## src/rtl/aes_decrypt_controller_pkg.sv

```systemverilog
// Shared types and constants for the AES-128 decryption sequencer.
// The state enum, the datapath op encoding and the round count live here.
package aes_ctrl_pkg;

  localparam int unsigned NUM_ROUNDS = 10;
  localparam int unsigned ROUND_W    = 4;
  localparam int unsigned RKEY_W     = 4;
  localparam int unsigned COL_W      = 2;

  typedef enum logic [3:0] {
    S_IDLE,
    S_LOAD,
    S_KEYEXP,
    S_ADDKEY0,
    S_SHIFT,
    S_SUB,
    S_ADDKEY,
    S_MIX,
    S_DONE
  } aes_ctrl_state_t;

  typedef enum logic [1:0] {
    ADDKEY    = 2'd0,
    INV_SHIFT = 2'd1,
    INV_SUB   = 2'd2,
    INV_MIX   = 2'd3
  } aes_op_t;

endpackage

```

## src/rtl/aes_decrypt_controller_if.sv

```systemverilog
// Control bundle between the decryption sequencer (master) and the AES
// register file / datapath (slave).
interface aes_decrypt_controller_if;
  import aes_ctrl_pkg::*;

  logic              AES_START;
  logic              KEYEXP_EN;
  logic              LD_MSG;
  logic              LD_STATE;
  aes_op_t           OP_SEL;
  logic [RKEY_W-1:0] RKEY_SEL;
  logic [COL_W-1:0]  MIX_COL;
  logic              BUSY;
  logic              AES_DONE;

  modport master (
    input  AES_START,
    output KEYEXP_EN, LD_MSG, LD_STATE, OP_SEL, RKEY_SEL, MIX_COL, BUSY, AES_DONE
  );

  modport slave (
    output AES_START,
    input  KEYEXP_EN, LD_MSG, LD_STATE, OP_SEL, RKEY_SEL, MIX_COL, BUSY, AES_DONE
  );

endinterface

```

## src/rtl/aes_decrypt_controller.sv

```systemverilog
// Sequencer for iterative AES-128 decryption: key expansion, initial AddRoundKey,
// nine full inverse rounds and the final round, one datapath op per clock.
module aes_decrypt_controller
  import aes_ctrl_pkg::*;
#(
  parameter int unsigned KEYEXP_CYCLES = 10
) (
  input  logic                      CLK,
  input  logic                      RESET,
  aes_decrypt_controller_if.master  bus
);

  localparam int unsigned KE_W = (KEYEXP_CYCLES > 1) ? $clog2(KEYEXP_CYCLES) : 1;
  localparam logic [KE_W-1:0] KE_LOAD = KE_W'(KEYEXP_CYCLES - 1);

  aes_ctrl_state_t     state_q,  state_d;
  logic [KE_W-1:0]     ke_cnt_q, ke_cnt_d;
  logic [ROUND_W-1:0]  round_q,  round_d;
  logic [COL_W-1:0]    col_q,    col_d;

  logic                keyexp_en_q, keyexp_en_d;
  logic                ld_msg_q,    ld_msg_d;
  logic                ld_state_q,  ld_state_d;
  aes_op_t             op_sel_q,    op_sel_d;
  logic [RKEY_W-1:0]   rkey_sel_q,  rkey_sel_d;
  logic [COL_W-1:0]    mix_col_q,   mix_col_d;
  logic                busy_q,      busy_d;
  logic                done_q,      done_d;

  // State, counters and registered outputs
  always_ff @(posedge CLK) begin
    if (RESET) begin
      state_q     <= S_IDLE;
      ke_cnt_q    <= '0;
      round_q     <= '0;
      col_q       <= '0;
      keyexp_en_q <= 1'b0;
      ld_msg_q    <= 1'b0;
      ld_state_q  <= 1'b0;
      op_sel_q    <= ADDKEY;
      rkey_sel_q  <= '0;
      mix_col_q   <= '0;
      busy_q      <= 1'b0;
      done_q      <= 1'b0;
    end else begin
      state_q     <= state_d;
      ke_cnt_q    <= ke_cnt_d;
      round_q     <= round_d;
      col_q       <= col_d;
      keyexp_en_q <= keyexp_en_d;
      ld_msg_q    <= ld_msg_d;
      ld_state_q  <= ld_state_d;
      op_sel_q    <= op_sel_d;
      rkey_sel_q  <= rkey_sel_d;
      mix_col_q   <= mix_col_d;
      busy_q      <= busy_d;
      done_q      <= done_d;
    end
  end

  // Next state / counters, then outputs decoded from the next state so the
  // registered outputs line up with the state they describe
  always_comb begin
    state_d     = state_q;
    ke_cnt_d    = ke_cnt_q;
    round_d     = round_q;
    col_d       = col_q;
    keyexp_en_d = 1'b0;
    ld_msg_d    = 1'b0;
    ld_state_d  = 1'b0;
    op_sel_d    = ADDKEY;
    rkey_sel_d  = '0;
    mix_col_d   = '0;
    busy_d      = 1'b0;
    done_d      = 1'b0;

    case (state_q)
      S_IDLE: begin
        round_d = '0;
        col_d   = '0;
        if (bus.AES_START) state_d = S_LOAD;
      end
      S_LOAD: begin
        ke_cnt_d = KE_LOAD;
        state_d  = S_KEYEXP;
      end
      S_KEYEXP: begin
        if (ke_cnt_q == '0) state_d  = S_ADDKEY0;
        else                ke_cnt_d = ke_cnt_q - KE_W'(1);
      end
      S_ADDKEY0: begin
        round_d = ROUND_W'(1);
        state_d = S_SHIFT;
      end
      S_SHIFT:  state_d = S_SUB;
      S_SUB:    state_d = S_ADDKEY;
      S_ADDKEY: state_d = (round_q == ROUND_W'(NUM_ROUNDS)) ? S_DONE : S_MIX;
      S_MIX: begin
        col_d = col_q + COL_W'(1);
        if (col_q == COL_W'(3)) begin
          round_d = round_q + ROUND_W'(1);
          state_d = S_SHIFT;
        end
      end
      S_DONE: begin
        round_d = '0;
        if (!bus.AES_START) state_d = S_IDLE;
      end
      default: state_d = S_IDLE;
    endcase

    case (state_d)
      S_LOAD:    ld_msg_d    = 1'b1;
      S_KEYEXP:  keyexp_en_d = 1'b1;
      S_ADDKEY0: begin
        ld_state_d = 1'b1;
        op_sel_d   = ADDKEY;
        rkey_sel_d = RKEY_W'(NUM_ROUNDS);
      end
      S_SHIFT: begin
        ld_state_d = 1'b1;
        op_sel_d   = INV_SHIFT;
      end
      S_SUB: begin
        ld_state_d = 1'b1;
        op_sel_d   = INV_SUB;
      end
      S_ADDKEY: begin
        ld_state_d = 1'b1;
        op_sel_d   = ADDKEY;
        rkey_sel_d = RKEY_W'(NUM_ROUNDS) - RKEY_W'(round_d);
      end
      S_MIX: begin
        ld_state_d = 1'b1;
        op_sel_d   = INV_MIX;
        mix_col_d  = col_d;
      end
      S_DONE:  done_d = 1'b1;
      default: ;
    endcase

    busy_d = (state_d != S_IDLE) && (state_d != S_DONE);
  end

  assign bus.KEYEXP_EN = keyexp_en_q;
  assign bus.LD_MSG    = ld_msg_q;
  assign bus.LD_STATE  = ld_state_q;
  assign bus.OP_SEL    = op_sel_q;
  assign bus.RKEY_SEL  = rkey_sel_q;
  assign bus.MIX_COL   = mix_col_q;
  assign bus.BUSY      = busy_q;
  assign bus.AES_DONE  = done_q;

endmodule
```

## src/flat_wrapper.sv

```systemverilog
// flat-port wrapper written by rule: the top's interface ports become plain ports
module aes_decrypt_controller_flat import aes_ctrl_pkg::*;
#(
  parameter int unsigned KEYEXP_CYCLES = 10
)
  (CLK, RESET, bus_AES_START, bus_KEYEXP_EN, bus_LD_MSG, bus_LD_STATE, bus_OP_SEL, bus_RKEY_SEL, bus_MIX_COL, bus_BUSY, bus_AES_DONE);
  aes_decrypt_controller_if bus_i ();
  input  logic CLK;
  input  logic RESET;
  input wire logic [$bits(bus_i.AES_START)-1:0] bus_AES_START;
  output wire logic [$bits(bus_i.KEYEXP_EN)-1:0] bus_KEYEXP_EN;
  output wire logic [$bits(bus_i.LD_MSG)-1:0] bus_LD_MSG;
  output wire logic [$bits(bus_i.LD_STATE)-1:0] bus_LD_STATE;
  output wire logic [$bits(bus_i.OP_SEL)-1:0] bus_OP_SEL;
  output wire logic [$bits(bus_i.RKEY_SEL)-1:0] bus_RKEY_SEL;
  output wire logic [$bits(bus_i.MIX_COL)-1:0] bus_MIX_COL;
  output wire logic [$bits(bus_i.BUSY)-1:0] bus_BUSY;
  output wire logic [$bits(bus_i.AES_DONE)-1:0] bus_AES_DONE;
  assign bus_i.AES_START = bus_AES_START;
  assign bus_KEYEXP_EN = bus_i.KEYEXP_EN;
  assign bus_LD_MSG = bus_i.LD_MSG;
  assign bus_LD_STATE = bus_i.LD_STATE;
  assign bus_OP_SEL = bus_i.OP_SEL;
  assign bus_RKEY_SEL = bus_i.RKEY_SEL;
  assign bus_MIX_COL = bus_i.MIX_COL;
  assign bus_BUSY = bus_i.BUSY;
  assign bus_AES_DONE = bus_i.AES_DONE;
  aes_decrypt_controller #(.KEYEXP_CYCLES(KEYEXP_CYCLES)) u_core (.CLK(CLK), .RESET(RESET), .bus(bus_i));
endmodule
```

## config.mk

```make
export PLATFORM = sky130hd
export DESIGN_NAME = aes_decrypt_controller_flat
export DESIGN_NICKNAME = d
export VERILOG_FILES = /design/src/rtl/aes_decrypt_controller_pkg.sv /design/src/rtl/aes_decrypt_controller_if.sv /design/src/rtl/aes_decrypt_controller.sv /design/src/flat_wrapper.sv
export SDC_FILE = /design/constraint.sdc
export NUM_CORES = 1
export LEC_CHECK = 0
export CAP_MARGIN = 20
export CELL_PAD_IN_SITES_DETAIL_PLACEMENT = 0
export CELL_PAD_IN_SITES_GLOBAL_PLACEMENT = 1
export CORE_MARGIN = 2
export CORE_UTILIZATION = 44
export DETAILED_ROUTE_END_ITERATION = 16
export HOLD_SLACK_MARGIN = 0.03
export PLACE_DENSITY = 0.94
export SLEW_MARGIN = 20
export SYNTH_ARGS = -nofsm -noshare
export SYNTH_HDL_FRONTEND = slang
export SYNTH_SLANG_ARGS = --single-unit
```

## constraint.sdc

```tcl
create_clock -name CLK -period 2.8 [get_ports CLK]
set_clock_uncertainty 0.2 [all_clocks]
set_input_delay 0.56 -clock CLK [delete_from_list [all_inputs] [get_ports CLK]]
set_output_delay 0.56 -clock CLK [all_outputs]
set_load 0.01 [all_outputs]
```

# --- Word-level counts from Yosys, hierarchy flattened ---
# Index checks and enable logic that the tools add are counted.
totals:
  regBits: 27
  output_inout_bits: 13
op_classes:
  n_addsub: 4
  eq_ne: 20
  muxes: 17
  bitwise: 1
  n_reduce_logical: 9
ops:
  columns: ["cell", "n"]
  rows:
  - ["$pmux W4 S9", 1]
  - ["$eq A4 B3 Y1 const B", 8]
  - ["$mux W4", 7]
  - ["$eq A4 B2 Y1 const B", 4]
  - ["$pmux W4 S2", 2]
  - ["$eq A4 B4 Y1 const B", 3]
  - ["$pmux W4 S3", 1]
  - ["$eq A4 B1 Y1 const B", 2]
  - ["$logic_not A4 Y1", 2]
  - ["$pmux W2 S3", 1]
  - ["$reduce_or A5 Y1", 1]
  - ["$add A4 B1 Y4 const B", 1]
  - ["$mux W1", 4]
  - ["$ne A4 B4 Y1 const B", 1]
  - ["$pmux W2 S2", 1]
  - ["$reduce_bool A4 Y1", 1]
  - ["$reduce_or A2 Y1", 2]
  - ["$sub A4 B1 Y4 const B", 1]
  - ["$sub A4 B4 Y4 const A", 1]
  - ["$add A2 B1 Y2 const B", 1]
  - ["$eq A2 B2 Y1 const B", 1]
  - ["$ne A2 B2 Y1 const B", 1]
  - ["$reduce_and A2 Y1", 1]
  - ["$reduce_bool A2 Y1", 1]
  - ["2 further kinds", 2]

# --- Depth between registers and ports, before layout ---
logic_depth:
  word_depth: 6
  depth_mapped: 9
  depth_no_buf: 9

# --- Worst setup path after synthesis ---
# No wires, ideal clock.
synth_path:
  path_type: "reg2reg"
  startpoint: "register u_core.round_q[0]"
  endpoint: "register u_core.rkey_sel_q[3] (netlist: u_core.bus.RKEY_SEL[3])"
  arrival_time_ps: 1596
  path_slack_ps: 889
  path_stages_with_launch: 8
  n_path_buf: 0
  cell_sequence: "dfxtp_1 inv_1 ha_1 and4b_1 o32a_1 and4_1 mux2i_1 nand2_1"
synth_via:
  elab_chain_len: 5
synth_rtl:
  columns: ["element", "line", "source"]
  rows:
  - ["start: declaration", "aes_decrypt_controller.sv:18", "logic [ROUND_W-1:0] round_q, round_d;"]
  - ["start signal: assignment", "aes_decrypt_controller.sv:48", "round_q <= round_d;"]
  - ["$add A4 B1 Y4 or $eq A4 B4 Y1 (tied branches)", "aes_decrypt_controller.sv:101, aes_decrypt_controller.sv:97", null]
  - ["$mux W4 (on tied branches)", "aes_decrypt_controller.sv:100, aes_decrypt_controller.sv:97", null]
  - ["$pmux W4 S3 or $pmux W4 S9 (tied branches)", "aes_decrypt_controller.sv:77", "case (state_q)"]
  - ["$sub A4 B4 Y4, or another cell as far along", "aes_decrypt_controller.sv:131", "rkey_sel_d = RKEY_W'(NUM_ROUNDS) - RKEY_W'(round_d);"]
  - ["$pmux W4 S2 (*)", "aes_decrypt_controller.sv:112", "case (state_d)"]
  - ["end signal: assignment", "aes_decrypt_controller.sv:54", "rkey_sel_q <= rkey_sel_d;"]
  - ["end: declaration", "aes_decrypt_controller.sv:25", "logic [RKEY_W-1:0] rkey_sel_q, rkey_sel_d;"]
# Every way passes the cells marked *; elsewhere a longest branch is shown, timed or not.
# A chain may end at the register's enable or synchronous reset.

# --- Final worst setup path ---
layout_path:
  startpoint: "register u_core.state_q[1]"
  endpoint: "register u_core.rkey_sel_q[0] (netlist: u_core.bus.RKEY_SEL[0])"
layout_via:
  elab_chain_len: 5
layout_rtl:
  columns: ["element", "line", "source"]
  rows:
  - ["start: declaration", "aes_decrypt_controller.sv:16", "aes_ctrl_state_t state_q, state_d;"]
  - ["start signal: assignment", "aes_decrypt_controller.sv:46", "state_q <= state_d;"]
  - ["$eq A4 B4 Y1 or $logic_not A4 Y1 (tied branches)", "aes_decrypt_controller.sv:77", null]
  - ["$reduce_or A2 Y1 (no source line)", null, null]
  - ["$pmux W4 S3", "aes_decrypt_controller.sv:77", null]
  - ["$sub A4 B4 Y4", "aes_decrypt_controller.sv:131", null]
  - ["$pmux W4 S2 (*)", "aes_decrypt_controller.sv:112", null]
# Marked as above.

==> flow_summary_export.csv <==
group,metric,value,unit
outcome,outcome,"complete, no violations",
cells_and_area,regArea,540.5,um^2
route,postRouteAntennaNets,0,
global_routing,grt_pass1_vias,1062,
logic_synthesis,synth_edf_count,0,
cells_and_area,area_growth,13.89,%
logic_synthesis,synth_area_leaders,"dfxtp_1 40%, nor2_1 6.4%, ha_1 5.6%",
power,internal-power,557.1,uW
critical_path,r2r_end,"u_core.bus.RKEY_SEL[0]",
critical_path,crit_required,2.84,ns
logic_synthesis,syn_nets,166,
timing,slew-limit-headroom,50.82,%
global_routing,grt_max_degree,24,
cells_and_area,n_antenna_cell,0,
critical_path,crit_slowest_cell,"dfxtp_1",
critical_path,timing.rr.start,"u_core.state_q[1]",
timing,rsz0062_at_grt,"no",
clock_network,ctsResizeCount,0,
placement,dp.final_hpwl,2163,um
power,p_per_area,529.8,nW/um^2
hold_path,hold_path_end,"u_core.ke_cnt_q[0]",
clock_network,ctsHoldBuffers,0,
critical_path,endpoint_kind,"flop",
power,switching_share,31.68,%
logic_synthesis,synth_top_area_share,40.00,%
floorplan,rows,20,
logic_synthesis,synthFlopType,"dfxtp_1",
floorplan,fp.dieW,59.42,um
route,first_pass_iters,4,
clock_network,htree_levels,1,
power,seq_power_share,55.1,%
cells_and_area,multi_input_area,754.5,um^2
job,cap_violations,0,
power,p_sw,258.3,uW
route,vias_per_cell,5.867,
floorplan,io_pins,16,
clock_network,post_cts_buffers,0,
critical_path,cp_cell_sequence,"nor2b_1 -> nand2b_1 -> o32ai_1 -> nor2_1 -> and3_1",
global_routing,grt.total_usage,16.92,%
logic_synthesis,synthesis.area,1351,um^2
critical_path,path_class,"reg2reg",
floorplan,core-area,2978,um^2
placement,port_buffers,15,
logic_synthesis,synthArstFlopShare,0,%
placement,gp_congestion,0.8831,
cells_and_area,nNetsFinal,180,
logic_synthesis,yosys.area.top_type,"dfxtp_1",
clock_network,cts-root-buf,"clkbuf_4",
clock_network,clk_pin_slew,0.15,ns
clock_network,cts_buffers,3,
route,route.vias.total,1191,
timing,post-route-period-util,83.60,%
logic_synthesis,synth_seq_cells,27,
timing,fin_crit,2.341,ns
critical_path,reg2reg_slack,0.46,ns
timing,max_freq,427.2,MHz
timing,finalHoldViolCount,0,
clock_network,clk_latency,0.32,ns
timing,maxSlewViolCount,0,
power,power_leakage,0.6005,nW
global_routing,antenna_found_initial,0,
power,vdd_drop_max,289.5,uV
hold_path,min_path_cells,1,
logic_synthesis,syn_inst,157,
timing,setup_viol,0,
hold_path,min_from,"u_core.ke_cnt_q[0]",
critical_path,crit_fanout,20,
logic_synthesis,yosysWarnings,0,
floorplan,initial_core_util,45.38,%
logic_synthesis,seq_area_frac_synth,40.00,%
power,power_frac_comb,24.4,%
critical_path,worst-path-stages,5,
hold_path,hold_class,"reg2reg",
cells_and_area,fillCellCount,297,
timing,worst_slew_pin_slew,0.7367,ns
floorplan,dieHeight,59.42,um
route,wl,2869,um
logic_synthesis,postSynthAreaPerCell,8.607,um^2
cells_and_area,drive_gt1_share,5.882,%
critical_path,max_stage_delay,0.76,ns
global_routing,grt_first_pass_wirelength,4643,um
critical_path,crit_buf_inv,0,
clock_network,cts_tree,"built",
power,p_clk_share,20.5,%
floorplan,die-area,3530,um^2
logic_synthesis,synth.distinct_cells,48,
route,drt_iter0_markers,36,
critical_path,critPathTopFamily,"simple AND/OR/NAND/NOR gates",
critical_path,reg2regPathDepth,5,
route,drc,0,
critical_path,critical_path_arrival,2.38,ns
timing,setup_tns,0,ns
critical_path,crit_path_start_kind,"flop",
placement,dp_slack,0.3929,ns
clock_network,numClockSinks,27,
route,wl_per_cell,14.13,um
clock_network,clk_path_buf_depth,2,
global_routing,overflow,0,
timing,setup_ws,0.4591,ns
-- layer usage --
| layer | up-vias | track usage [%] | part of all wire, % |
|---|---|---|---|
| li1 | 590 | - | - |
| met1 | 578 | 22.18 | 48 |
| met2 | 19 | 27.79 | 48 |
| met3 | 4 | 2.402 | 2.5 |
| met4 | 0 | 6.818 | 1.5 |
| met5 | - | 0 | 0 |
-- kinds of logic after synthesis --
family	after synthesis	share of synthesized area [%]
adder cells (fa/ha/maj)	6	5.555
AND/OR/NAND/NOR	74	28.80
buffers and inverters	11	4.166
XOR/XNOR	3	1.945
AO/OA/AOI/OAI	34	18.06
multiplexers	2	1.482
flip-flops	27	40.00
-- state kept, by name, summed over array words and instances, names as in the netlist --
signal / cells
u_core.bus.LD_MSG: 1
u_core.ke_cnt_q: 4
u_core.bus.BUSY: 1
u_core.bus.OP_SEL: 2
u_core.round_q: 4
u_core.bus.LD_STATE: 1
u_core.bus.KEYEXP_EN: 1
u_core.bus.MIX_COL: 2
u_core.col_q: 2
u_core.state_q: 4
u_core.bus.RKEY_SEL: 4
u_core.bus.AES_DONE: 1
-- synthesized netlist by cell type, types with 2 or more instances --
cell,n
nand2_1,10
clkbuf_1,2
o21bai_1,2
a21boi_0,3
ha_1,6
or2_1,2
dfxtp_1,27
o22ai_1,3
buf_2,3
nand3_1,3
xor2_1,3
o21ai_0,2
nand2b_1,5
nand4_1,2
nor2_1,23
a21oi_1,9
mux2i_1,2
and3_1,2
nor2b_1,5
inv_1,4
nand4b_1,2
nand3b_1,2
or3_1,3
nor3_1,8
-- layout make-up --
class | instances | area share [%]
well taps | 33 | 2.683
clock buffers | 3 | 1.463
flip-flops and latches | 27 | 35.12
repair buffers | 16 | 10.24
clock inverters | 1 | 0.4878
multi-input cells | 119 | 49.02
inverters | 4 | 0.9756
-- how the worst max path moves through the flow --
stage / startpoint / to / slack (ns)
6_report: u_core.state_q[1] / u_core.bus.RKEY_SEL[0] / 0.46
2_1_floorplan: u_core.round_q[0] / u_core.bus.RKEY_SEL[3] / 0.89
3_5_place_dp: bus_AES_START / u_core.ke_cnt_q[3] / 0.39
5_1_grt: u_core.state_q[1] / u_core.bus.RKEY_SEL[1] / 0.25
3_3_place_gp: bus_AES_START / u_core.ke_cnt_q[3] / 0.45
4_1_cts: u_core.state_q[1] / u_core.bus.RKEY_SEL[1] / 0.49
-- stage by stage --
step	hold slack, ns	power (mW)	cells	cell area, um^2	util (%)
after floorplan	0.2668	0.5979	157	1351	-
after global placement	0.2973	0.6465	199	1509	50.67
after detailed placement	0.3110	0.6544	199	1509	50.67
after CTS	0.3320	0.8189	203	1539	51.68
after global routing	0.3633	0.8576	203	1539	51.68
final	0.3324	0.8154	203	1539	51.68
-- power groups by stage --
stage               sequential, mW  clock, mW  combinational (mW)
floorplan                    0.439          0               0.159
finish                       0.449      0.167               0.199
detailed placement           0.457          0               0.197
CTS                          0.449      0.172               0.199
global route                 0.453      0.184               0.220
global placement             0.454          0               0.193
-- layout by cell type (no fill, tap or decap), types with 2 or more instances in the layout --
cell type        count
nand2b_1             5
o21ai_0              2
dfxtp_1             27
o21bai_1             2
a21boi_0             3
xor2_1               3
nor2b_1              5
nand3_1              3
and3_1               2
clkbuf_4             3
inv_1                4
ha_1                 6
o22ai_1              3
nand2_1             10
nor2_1              23
or3_1                3
mux2i_1              2
nand4b_1             2
nand4_1              2
nand3b_1             2
a21oi_1              9
nor3_1               8
clkdlybuf4s50_1     15
or2_1                2
No activity file was read; power rests on OpenSTA's default activity.
